--- src/rtl/ex_muldiv_ctrl_pkg.sv ---
// riscv_muldiv_pkg: shared encodings and decode helpers for the RV32M
// multiply/divide sequencer (op codes, FSM state codes, operand decode).
package riscv_muldiv_pkg;

    localparam logic [2:0] OP_MUL    = 3'd0;
    localparam logic [2:0] OP_MULH   = 3'd1;
    localparam logic [2:0] OP_MULHSU = 3'd2;
    localparam logic [2:0] OP_MULHU  = 3'd3;
    localparam logic [2:0] OP_DIV    = 3'd4;
    localparam logic [2:0] OP_DIVU   = 3'd5;
    localparam logic [2:0] OP_REM    = 3'd6;
    localparam logic [2:0] OP_REMU   = 3'd7;

    localparam logic [1:0] ST_IDLE = 2'd0;
    localparam logic [1:0] ST_CALC = 2'd1;
    localparam logic [1:0] ST_DONE = 2'd2;

    function automatic logic is_div(input logic [2:0] op);
        case (op)
            OP_DIV, OP_DIVU, OP_REM, OP_REMU: return 1'b1;
            default:                          return 1'b0;
        endcase
    endfunction

    // Quotient-producing divide ops; the other divide ops return the remainder.
    function automatic logic is_quotient(input logic [2:0] op);
        return (op == OP_DIV) || (op == OP_DIVU);
    endfunction

    // Multiply ops that return the upper half of the double-width product.
    function automatic logic is_mul_high(input logic [2:0] op);
        return (op == OP_MULH) || (op == OP_MULHSU) || (op == OP_MULHU);
    endfunction

    function automatic logic is_signed_a(input logic [2:0] op);
        return (op == OP_MUL) || (op == OP_MULH) || (op == OP_MULHSU) ||
               (op == OP_DIV) || (op == OP_REM);
    endfunction

    function automatic logic is_signed_b(input logic [2:0] op);
        return (op == OP_MUL) || (op == OP_MULH) || (op == OP_DIV) || (op == OP_REM);
    endfunction

endpackage

--- src/rtl/ex_muldiv_ctrl_iter.sv ---
// muldiv_iter: shared shift-add multiply / restoring divide datapath.
// Multiply: {hi,lo} holds partial product with the multiplier shifting out of lo.
// Divide:   hi holds the partial remainder, lo shifts the dividend out and the
//           quotient in. One BIT_W+1-bit adder serves both modes.
module muldiv_iter
    import riscv_muldiv_pkg::*;
#(
    parameter int BIT_W = 32
) (
    input  logic             clk,
    input  logic             rst_n,
    input  logic             load,
    input  logic             step_en,
    input  logic             div_mode,
    input  logic [BIT_W-1:0] a_mag,
    input  logic [BIT_W-1:0] b_mag,
    output logic [BIT_W-1:0] hi_nxt,
    output logic [BIT_W-1:0] lo_nxt
);

    logic [BIT_W-1:0] hi;
    logic [BIT_W-1:0] lo;
    logic [BIT_W-1:0] divisor;
    logic [BIT_W:0]   shifted;
    logic [BIT_W:0]   add_x;
    logic [BIT_W:0]   add_y;
    logic [BIT_W:0]   sum;
    logic             fits;

    // One iteration: add multiplicand or trial-subtract divisor, then shift.
    always_comb begin
        shifted = {hi, lo[BIT_W-1]};
        if (div_mode) begin
            add_x = shifted;
            add_y = ~{1'b0, divisor};
        end else begin
            add_x = {1'b0, hi};
            add_y = lo[0] ? {1'b0, divisor} : '0;
        end
        sum  = add_x + add_y + {{BIT_W{1'b0}}, div_mode};
        fits = ~sum[BIT_W];
        if (div_mode) begin
            hi_nxt = fits ? sum[BIT_W-1:0] : shifted[BIT_W-1:0];
            lo_nxt = {lo[BIT_W-2:0], fits};
        end else begin
            hi_nxt = sum[BIT_W:1];
            lo_nxt = {sum[0], lo[BIT_W-1:1]};
        end
    end

    // Operand registers: load on start, advance once per enabled step.
    always_ff @(posedge clk) begin
        if (!rst_n) begin
            hi      <= '0;
            lo      <= '0;
            divisor <= '0;
        end else if (load) begin
            hi      <= '0;
            lo      <= a_mag;
            divisor <= b_mag;
        end else if (step_en) begin
            hi <= hi_nxt;
            lo <= lo_nxt;
        end
    end

endmodule

--- src/rtl/ex_muldiv_ctrl.sv ---
// ex_muldiv_ctrl: EX-stage RV32M sequencer. Owns the FSM, iteration counter,
// sign handling and RISC-V special cases around the muldiv_iter datapath.
// Optional macro MULDIV_EARLY_OUT_EN: divide-by-zero, signed overflow and
// multiply-by-zero skip CALC and finish one cycle after start.
module ex_muldiv_ctrl
    import riscv_muldiv_pkg::*;
#(
    parameter int BIT_W = 32
) (
    input  logic             clk,
    input  logic             rst_n,
    input  logic             valid_in,
    input  logic [2:0]       op,
    input  logic [BIT_W-1:0] rs1_dat,
    input  logic [BIT_W-1:0] rs2_dat,
    input  logic             flush,
    output logic             stall_req,
    output logic             busy,
    output logic [BIT_W-1:0] result,
    output logic             result_valid
);

    localparam int CNT_W = $clog2(BIT_W);
    localparam logic [BIT_W-1:0] MIN_NEG = {1'b1, {(BIT_W-1){1'b0}}};

    logic [1:0]       state;
    logic [1:0]       state_nxt;
    logic [CNT_W-1:0] count;
    logic [2:0]       op_q;
    logic             a_neg_q;
    logic             b_neg_q;
    logic             div_zero_q;
    logic             ovf_q;
    logic [BIT_W-1:0] rs1_q;
    logic             start;
    logic             last;
    logic             a_neg;
    logic             b_neg;
    logic             div_zero;
    logic             ovf;
    logic             early;
    logic [BIT_W-1:0] a_mag;
    logic [BIT_W-1:0] b_mag;
    logic [BIT_W-1:0] hi_nxt;
    logic [BIT_W-1:0] lo_nxt;

    // Apply operand signs and the mandated divide special cases to magnitudes.
    function automatic logic [BIT_W-1:0] fix_up(
        input logic [2:0]       f_op,
        input logic             f_a_neg,
        input logic             f_b_neg,
        input logic             f_dz,
        input logic             f_ovf,
        input logic [BIT_W-1:0] f_rs1,
        input logic [BIT_W-1:0] f_hi,
        input logic [BIT_W-1:0] f_lo
    );
        logic [2*BIT_W-1:0] prod;
        logic [BIT_W-1:0]   val;
        prod = {f_hi, f_lo};
        if (f_a_neg ^ f_b_neg)
            prod = -prod;
        val = is_mul_high(f_op) ? prod[2*BIT_W-1:BIT_W] : prod[BIT_W-1:0];
        if (is_div(f_op)) begin
            if (is_quotient(f_op)) begin
                if (f_dz)       val = '1;
                else if (f_ovf) val = f_rs1;
                else            val = (f_a_neg ^ f_b_neg) ? -f_lo : f_lo;
            end else begin
                if (f_dz)       val = f_rs1;
                else if (f_ovf) val = '0;
                else            val = f_a_neg ? -f_hi : f_hi;
            end
        end
        return val;
    endfunction

    // Decode the instruction presented by ID/EX and detect special cases.
    always_comb begin
        start    = (state == ST_IDLE) && valid_in && !flush;
        last     = (state == ST_CALC) && (count == CNT_W'(BIT_W - 1));
        a_neg    = is_signed_a(op) && rs1_dat[BIT_W-1];
        b_neg    = is_signed_b(op) && rs2_dat[BIT_W-1];
        a_mag    = a_neg ? -rs1_dat : rs1_dat;
        b_mag    = b_neg ? -rs2_dat : rs2_dat;
        div_zero = is_div(op) && (rs2_dat == '0);
        ovf      = is_div(op) && is_signed_b(op) && (rs1_dat == MIN_NEG) && (rs2_dat == '1);
`ifdef MULDIV_EARLY_OUT_EN
        early    = div_zero || ovf || (!is_div(op) && ((rs1_dat == '0) || (rs2_dat == '0)));
`else
        early    = 1'b0;
`endif
    end

    // FSM next state; a flush always returns to IDLE.
    always_comb begin
        state_nxt = state;
        case (state)
            ST_IDLE: if (start) state_nxt = early ? ST_DONE : ST_CALC;
            ST_CALC: if (last)  state_nxt = ST_DONE;
            ST_DONE: state_nxt = ST_IDLE;
            default: state_nxt = ST_IDLE;
        endcase
        if (flush)
            state_nxt = ST_IDLE;
    end

    // State, operand flags, counter and the registered result.
    always_ff @(posedge clk) begin
        if (!rst_n) begin
            state      <= ST_IDLE;
            count      <= '0;
            op_q       <= OP_MUL;
            a_neg_q    <= 1'b0;
            b_neg_q    <= 1'b0;
            div_zero_q <= 1'b0;
            ovf_q      <= 1'b0;
            rs1_q      <= '0;
            result     <= '0;
        end else begin
            state <= state_nxt;
            if (start) begin
                count      <= '0;
                op_q       <= op;
                a_neg_q    <= a_neg;
                b_neg_q    <= b_neg;
                div_zero_q <= div_zero;
                ovf_q      <= ovf;
                rs1_q      <= rs1_dat;
            end else if (state == ST_CALC) begin
                count <= count + CNT_W'(1);
            end
            if (last && !flush)
                result <= fix_up(op_q, a_neg_q, b_neg_q, div_zero_q, ovf_q, rs1_q, hi_nxt, lo_nxt);
            else if (start && early)
                result <= fix_up(op, a_neg, b_neg, div_zero, ovf, rs1_dat, '0, '0);
        end
    end

    assign stall_req    = rst_n && !flush && (((state == ST_IDLE) && valid_in) || (state == ST_CALC));
    assign result_valid = rst_n && !flush && (state == ST_DONE);
    assign busy         = (state != ST_IDLE);

    muldiv_iter #(
        .BIT_W (BIT_W)
    ) u_iter (
        .clk      (clk),
        .rst_n    (rst_n),
        .load     (start),
        .step_en  (state == ST_CALC),
        .div_mode (is_div(op_q)),
        .a_mag    (a_mag),
        .b_mag    (b_mag),
        .hi_nxt   (hi_nxt),
        .lo_nxt   (lo_nxt)
    );

endmodule
--- config.mk ---
export PLATFORM = sky130hd
export DESIGN_NAME = ex_muldiv_ctrl
export DESIGN_NICKNAME = d
export VERILOG_FILES = /design/src/rtl/ex_muldiv_ctrl_pkg.sv /design/src/rtl/ex_muldiv_ctrl_iter.sv /design/src/rtl/ex_muldiv_ctrl.sv
export SDC_FILE = /design/constraint.sdc
export NUM_CORES = 1
export LEC_CHECK = 0
export CORE_AREA = 2 2 272 207
export CTS_CLUSTER_SIZE = 14
export DETAILED_ROUTE_END_ITERATION = 8
export DIE_AREA = 0 0 274 209
export GPL_TIMING_DRIVEN = 1
export PLACE_DENSITY_LB_ADDON = 0.15
export SKIP_CTS_REPAIR_TIMING = 1
export SLEW_MARGIN = 40
export SYNTH_ARGS = -nofsm -noshare
export SYNTH_HDL_FRONTEND = slang
export SYNTH_SLANG_ARGS = --single-unit
--- constraint.sdc ---
create_clock -name clk -period 17.79 [get_ports clk]
set_clock_uncertainty 0.05 [all_clocks]
set_input_delay 2.6685 -clock clk [delete_from_list [all_inputs] [get_ports clk]]
set_output_delay 2.6685 -clock clk [all_outputs]
set_load 0.03 [all_outputs]
==> results of run 1 <==
[metrics by stage]
step	setup slack (ns)	instances	total power, uW
floorplan	9.70	2248	653
global placement	9.46	2949	787
detailed placement	9.51	2950	788
CTS	9.49	2982	1180
global route	8.96	2984	1230
finish	9.59	2984	1180
[area by class of cell]
class,instances,share of cell area [%]
Timing Repair Buffer,132,7.12
Sequential cell,174,19.5
Tap cell,731,5.11
Multi-Input combinational cell,1885,64.5
Clock buffer,21,2.52
Inverter,30,0.636
Clock inverter,11,0.594
[worst max-delay path: cells and delay by family (launching register included)]
kind	cells	cell delay, ns
AOI/OAI and AO/OA	13	3.15
and+or+nand+nor	6	2.23
buffers and inverters	2	1.20
adders and majority gates	2	0.70
DFF	1	0.52
xor gates and xnor gates	1	0.16
[kinds of logic (layout without fill, tap and decap cells)]
logic type | after synthesis | after routing | synth area share, %
AOI/OAI and AO/OA | 731 | 731 | 29.6
xor gates and xnor gates | 151 | 151 | 8.52
adders and majority gates | 41 | 41 | 3.36
buffers and inverters | 189 | 194 | 4.91
DFF | 174 | 174 | 22.2
muxes | 86 | 86 | 5.77
and+or+nand+nor | 876 | 876 | 25.6
[synthesized netlist by cell type (11+ instances only)]
cell	count	share of area (%)
o31ai_1	18	0.86
mux2i_1	50	3.2
nand3_1	44	1.4
o21ai_0	168	5.4
or3_1	24	0.96
dfxtp_1	174	22
nand4_1	21	0.84
xor2_1	78	4.4
nor2_1	246	5.9
clkbuf_1	120	2.9
o221a_2	16	1.1
o211ai_1	22	1.1
nand2_1	337	8.1
ha_1	39	3.1
o22ai_1	16	0.64
o21a_1	11	0.53
a21o_1	14	0.67
xnor2_1	71	4.0
buf_1	20	0.48
mux2_2	35	2.5
o221ai_1	14	0.78
inv_1	25	0.60
a31oi_1	36	1.4
and2_1	13	0.52
buf_2	13	0.41
nor3_1	71	2.3
or4_1	11	0.53
nor4_1	17	0.68
a211oi_1	51	2.4
nand2b_1	16	0.64
and3_1	15	0.60
a21oi_1	243	7.7
[sequential cells by signal, indices dropped and copies added (netlist names)]
name            flops
a_neg_q             1
u_iter.hi          32
result             32
ovf_q               1
count               5
u_iter.divisor     32
rs1_q              32
op_q                3
state               2
div_zero_q          1
b_neg_q             1
u_iter.lo          32
[power groups by stage]
stage               clock [uW]  sequential (uW)  combinational, uW
floorplan                    0              425                229
global placement             0              439                348
detailed placement           0              439                349
CTS                        395              430                350
global route               407              433                388
finish                     383              432                361
[per-layer routing]
metal / up-vias / global-route usage (%) / routed length (um)
li1: 8181 / - / -
met2: 780 / 34.0 / 28300
met5: - / 0 / 9
met1: 8385 / 37.0 / 34600
met3: 61 / 5.68 / 6240
met4: 2 / 4.09 / 828
[path summary, 6_finish.rpt]
check                                            from                 endpoint  slack (ns)  cells after the start
worst max-delay path             op_q[2]$_SDFFE_PN0P_  result[22]$_SDFFE_PN0P_        9.59                     24
worst min-delay path            rs1_q[2]$_SDFFE_PN0P_    rs1_q[2]$_SDFFE_PN0P_        0.42                      2
worst max register to register   op_q[2]$_SDFFE_PN0P_  result[22]$_SDFFE_PN0P_        9.59                     24
worst min register to register  rs1_q[2]$_SDFFE_PN0P_    rs1_q[2]$_SDFFE_PN0P_        0.42                      2
==> impl_metrics.ini, run 1 <==
[final_layout]
drive_gt1_share_pct = 7.19
multi_input_area_mm2 = 0.0115
ff_latch_area_mm2 = 0.00349
num_antenna_cells = 0
syn2layout_area_growth_pct = 14.0
final_core_util_pct = 32.5
n_fill_cell = 5959
final_common_cell = nand2_1
design_area_mm2 = 0.0179
finalNetCount = 2352
mostFrequentLayoutCells = 336 x nand2_1, 245 x nor2_1, 242 x a21oi_1

[critical_path]
criticalPathCategory = flop to flop
cpPeakStageDelay_ns = 0.67
crit_fanout = 57
cpMostUsedCell = a31oi_1
cp.required_ns = 18.11
startpoint_type = flop
crit_chain = inv_2 -> buf_4 -> o21ai_0 -> ha_1 -> a21o_1 -> a31oi_1 -> o211ai_1 -> a221o_1 -> a21oi_4 -> o21ai_1 -> a21oi_1 -> ha_1 -> o21a_1 -> o2111ai_1 -> nor4_1 -> and2_1 -> nor2b_1 -> nand3_1 -> nor4_2 -> a31oi_1 -> xor2_1 -> o221ai_1 -> a31oi_1 -> nor2_1
arrival_ns = 8.51
slowest_stage = nor4_2
worstSetupEndpointType = flop

[place]
gp_congestion = 0.978
io_buffers = 105
dpl.hpwl_um = 52700
placed_area_mm2 = 0.0173

[route]
viasPerCell = 5.83
wl_per_cell_um = 23.5
drt-total-wl_um = 70000
postRouteAntennaNets = 0
first_iter_violations = 1909
drtPass1Iterations = 6
vias = 17409
route.detailed.drc = 0

[cts]
cts_buffer_depth = 2
htree_levels = 4
clk_latency_ns = 0.48
cts-root-buf = clkbuf_16
clkSlewWorstSetupHoldPaths_ns = 0.08
cts_tree = done
cts_sinks = 174
numCtsBuffers = 17

[sta]
post-route-min-period_ns = 8.20
worst_pin_slew_ns = 0.883
slew_headroom_pct = 40.7
max_freq_mhz = 122
setup_viol = 0
whs_ns = 0.417
fin_tns_setup_ns = 0
rsz0062_at_grt = false
slew_violations = 0
post-route-period-util_pct = 46.1
timing_hold_violations_final = 0

[power]
p_per_area_mw_per_mm2 = 65.7
peakVddDrop_mv = 0.0682
power.share.switching_pct = 38.6
p_switching_uw = 454
p_leak_uw = 0.00604
seqPwrFrac_pct = 36.7
combPwrFrac_pct = 30.7
pwr-share-clk_pct = 32.6
power.internal_uw = 722

[yosys]
syn_nets = 2360
yosys_warnings = 0
synth_area_mm2 = 0.0157
yosysSeqAreaShare_pct = 22.2
synth_edf_count = 0
synthCells = 2248
postSynthAreaPerCell_um2 = 6.98
synth-main-ff-cell = dfxtp_1
synth.ff_latch_count = 174
async_flop_share_pct = 0
synth.distinct_cells = 92

[global_route]
grt_pass1_vias = 15849
grt_pass1_wl_um = 105000
track_usage_pct = 24.1
grt_start_max_net_pins = 85
antenna_found_initial = 1
grt-ovfl-total = 0

[floorplan]
fp.dieArea_mm2 = 0.0573
io_pins = 106
dieHeight_um = 209
die_w_um = 274
core_area_mm2 = 0.0550
rows = 75
initial_utilization_pct = 28.5

[job]
maxCapViolCount = 0

[status]
outcome = completed

[worst_hold_path]
hold_path.class = flop to flop
Note: power is estimated with default switching activity, not from simulation.
==> run 2, diff against run 1 <==
==> constraint.sdc (replaced) <==
create_clock -name clk -period 8.55 [get_ports clk]
set_clock_uncertainty 0.05 [all_clocks]
set_input_delay 1.2825 -clock clk [delete_from_list [all_inputs] [get_ports clk]]
set_output_delay 1.2825 -clock clk [all_outputs]
set_load 0.03 [all_outputs]
==> run 2 against run 1 <==
Non-clock buffer count decreased by 1. Count of clock-buffer cells in the layout decreased by 2. Critical path depth increased by 1. Clock power increased by 130%. Maximum frequency increased by 6.2%. Total power increased by 120%. Die area unchanged. Final area increased by 0.22%. Largest power group unchanged. Highest routed layer is now met4.
==> impl_metrics.ini, run 2 (synthesized netlist as in run 1, its figures left out) <==
[status]
outcome = completed

[final_layout]
syn2layout_area_growth_pct = 14.3
multi_input_area_mm2 = 0.0115
finalNetCount = 2351
design_area_mm2 = 0.0179
ff_latch_area_mm2 = 0.00349
drive_gt1_share_pct = 7.15
num_antenna_cells = 0
mostFrequentLayoutCells = 335 x nand2_1, 245 x nor2_1, 242 x a21oi_1
final_core_util_pct = 32.6
final_common_cell = nand2_1
n_fill_cell = 5976

[route]
first_iter_violations = 2074
wl_per_cell_um = 23.9
viasPerCell = 5.85
route.detailed.drc = 0
wl_met3_um = 6390
top_layer_used = met4
vias = 17437
m1WireLength_um = 35200
postRouteAntennaNets = 0
wl_met2_um = 28500
drtPass1Iterations = 6
drt-total-wl_um = 71200

[cts]
clk_latency_ns = 0.48
cts_tree = done
numCtsBuffers = 17
htree_levels = 4
cts_sinks = 174
clkSlewWorstSetupHoldPaths_ns = 0.08
cts-root-buf = clkbuf_16
cts_buffer_depth = 2

[global_route]
grt-ovfl-total = 0
grt_pass1_vias = 16085
grt_pass1_wl_um = 106000
antenna_found_initial = 1
track_usage_pct = 24.6
grt_start_max_net_pins = 122

[power]
combPwrFrac_pct = 29.9
seqPwrFrac_pct = 35.3
pwr-share-clk_pct = 34.9
p_switching_uw = 971
power.internal_uw = 1560
p_leak_uw = 0.00607
p_per_area_mw_per_mm2 = 141
power.share.switching_pct = 38.3
peakVddDrop_mv = 0.149

[worst_hold_path]
holdPathEnd = rs1_q[4]$_SDFFE_PN0P_
hold_start = rs1_q[4]$_SDFFE_PN0P_
min_path_cells = 2
hold_path.class = flop to flop

[sta]
slew_headroom_pct = 39.4
fin_tns_setup_ns = 0
worst_pin_slew_ns = 0.904
max_freq_mhz = 130
slew_violations = 0
post-route-min-period_ns = 7.72
timing_hold_violations_final = 0
rsz0062_at_grt = false
whs_ns = 0.413
post-route-period-util_pct = 90.3
setup_viol = 0

[place]
placed_area_mm2 = 0.0173
dpl.hpwl_um = 53400
gp_congestion = 0.945
io_buffers = 105

[critical_path]
r2r_end = result[26]$_SDFFE_PN0P_
crit_fanout = 34
r2r_cells = 25
criticalPathCategory = flop to flop
arrival_ns = 8.02
startpoint_type = flop
worstSetupEndpointType = flop
cp.required_ns = 8.85
r2r_slack_ns = 0.83
timing.rr.start = op_q[2]$_SDFFE_PN0P_

[floorplan]
die_w_um = 274
dieHeight_um = 209
rows = 75
fp.dieArea_mm2 = 0.0573
initial_utilization_pct = 28.5
core_area_mm2 = 0.0550
io_pins = 106

[job]
maxCapViolCount = 0
run 2: cell types whose count changed in the layout (fill, tap and decap cells not counted), sizes merged:
| cell | previous run | this run |
|---|---|---|
| inv | 31 | 33 |
| clkbuf | 22 | 19 |
| clkinvlp | 2 | 0 |
| bufinv | 1 | 3 |
run 2: worst max-delay path by stage:
stage / from / to / slack [ns] / cells after the start
CTS: op_q[2]$_SDFFE_PN0P_ / result[26]$_SDFFE_PN0P_ / 0.96 / 25
floorplan: op_q[2]$_SDFFE_PN0P_ / result[28]$_SDFFE_PN0P_ / 0.46 / 33
global route: op_q[2]$_SDFFE_PN0P_ / result[26]$_SDFFE_PN0P_ / 0.35 / 25
global placement: op_q[2]$_SDFFE_PN0P_ / result[22]$_SDFFE_PN0P_ / 0.93 / 26
detailed placement: op_q[2]$_SDFFE_PN0P_ / result[26]$_SDFFE_PN0P_ / 0.98 / 25
finish: op_q[2]$_SDFFE_PN0P_ / result[26]$_SDFFE_PN0P_ / 0.83 / 25
run 2: routing by layer:
layer	vias to the layer above	track usage, %
met4	0	4.95
met3	92	5.75
li1	8187	-
met2	757	34.0
met1	8401	38.0
met5	-	0
run 2: layout make-up:
cell class,count,area share [%]
well taps,731,5.10
flip-flops and latches,174,19.4
clock buffers,19,2.47
multi-input cells,1885,64.3
clock inverters,13,0.977
repair buffers,131,7.10
inverters,30,0.635
run 2: per-stage QoR:
| step | total power [uW] | setup slack (ns) | std cells |
|---|---|---|---|
| after global placement | 1640 | 0.932 | 2949 |
| after CTS | 2520 | 0.958 | 2983 |
| after floorplan | 1360 | 0.460 | 2248 |
| final | 2530 | 0.828 | 2983 |
| after global routing | 2640 | 0.352 | 2983 |
| after detailed placement | 1640 | 0.976 | 2951 |
run 2: power groups by stage:
stage / Clock (uW) / Combinational, uW / Sequential [uW]
3_5_place_dp: 0 / 732 / 911
5_1_grt: 934 / 813 / 898
2_1_floorplan: 0 / 476 / 883
4_1_cts: 897 / 735 / 892
6_report: 883 / 757 / 894
3_3_place_gp: 0 / 727 / 911
run 2: critical path: stages (launching register included):
cell	delay, ns
dfxtp_4	0.63
inv_2	0.33
o21ai_0	0.32
inv_1	0.09
fa_1	0.45
fa_1	0.42
nand2b_1	0.18
a21o_1	0.19
a31o_1	0.33
o31ai_4	0.45
a211o_1	0.28
o21ai_1	0.25
a21oi_1	0.27
ha_1	0.24
o21a_1	0.19
o2111ai_1	0.16
nor4_1	0.49
and2_1	0.26
nor2b_1	0.27
nor2_1	0.10
xor2_1	0.48
o21ai_0	0.13
o21ai_0	0.28
o21ai_0	0.13
a2111oi_0	0.47
a31oi_1	0.14
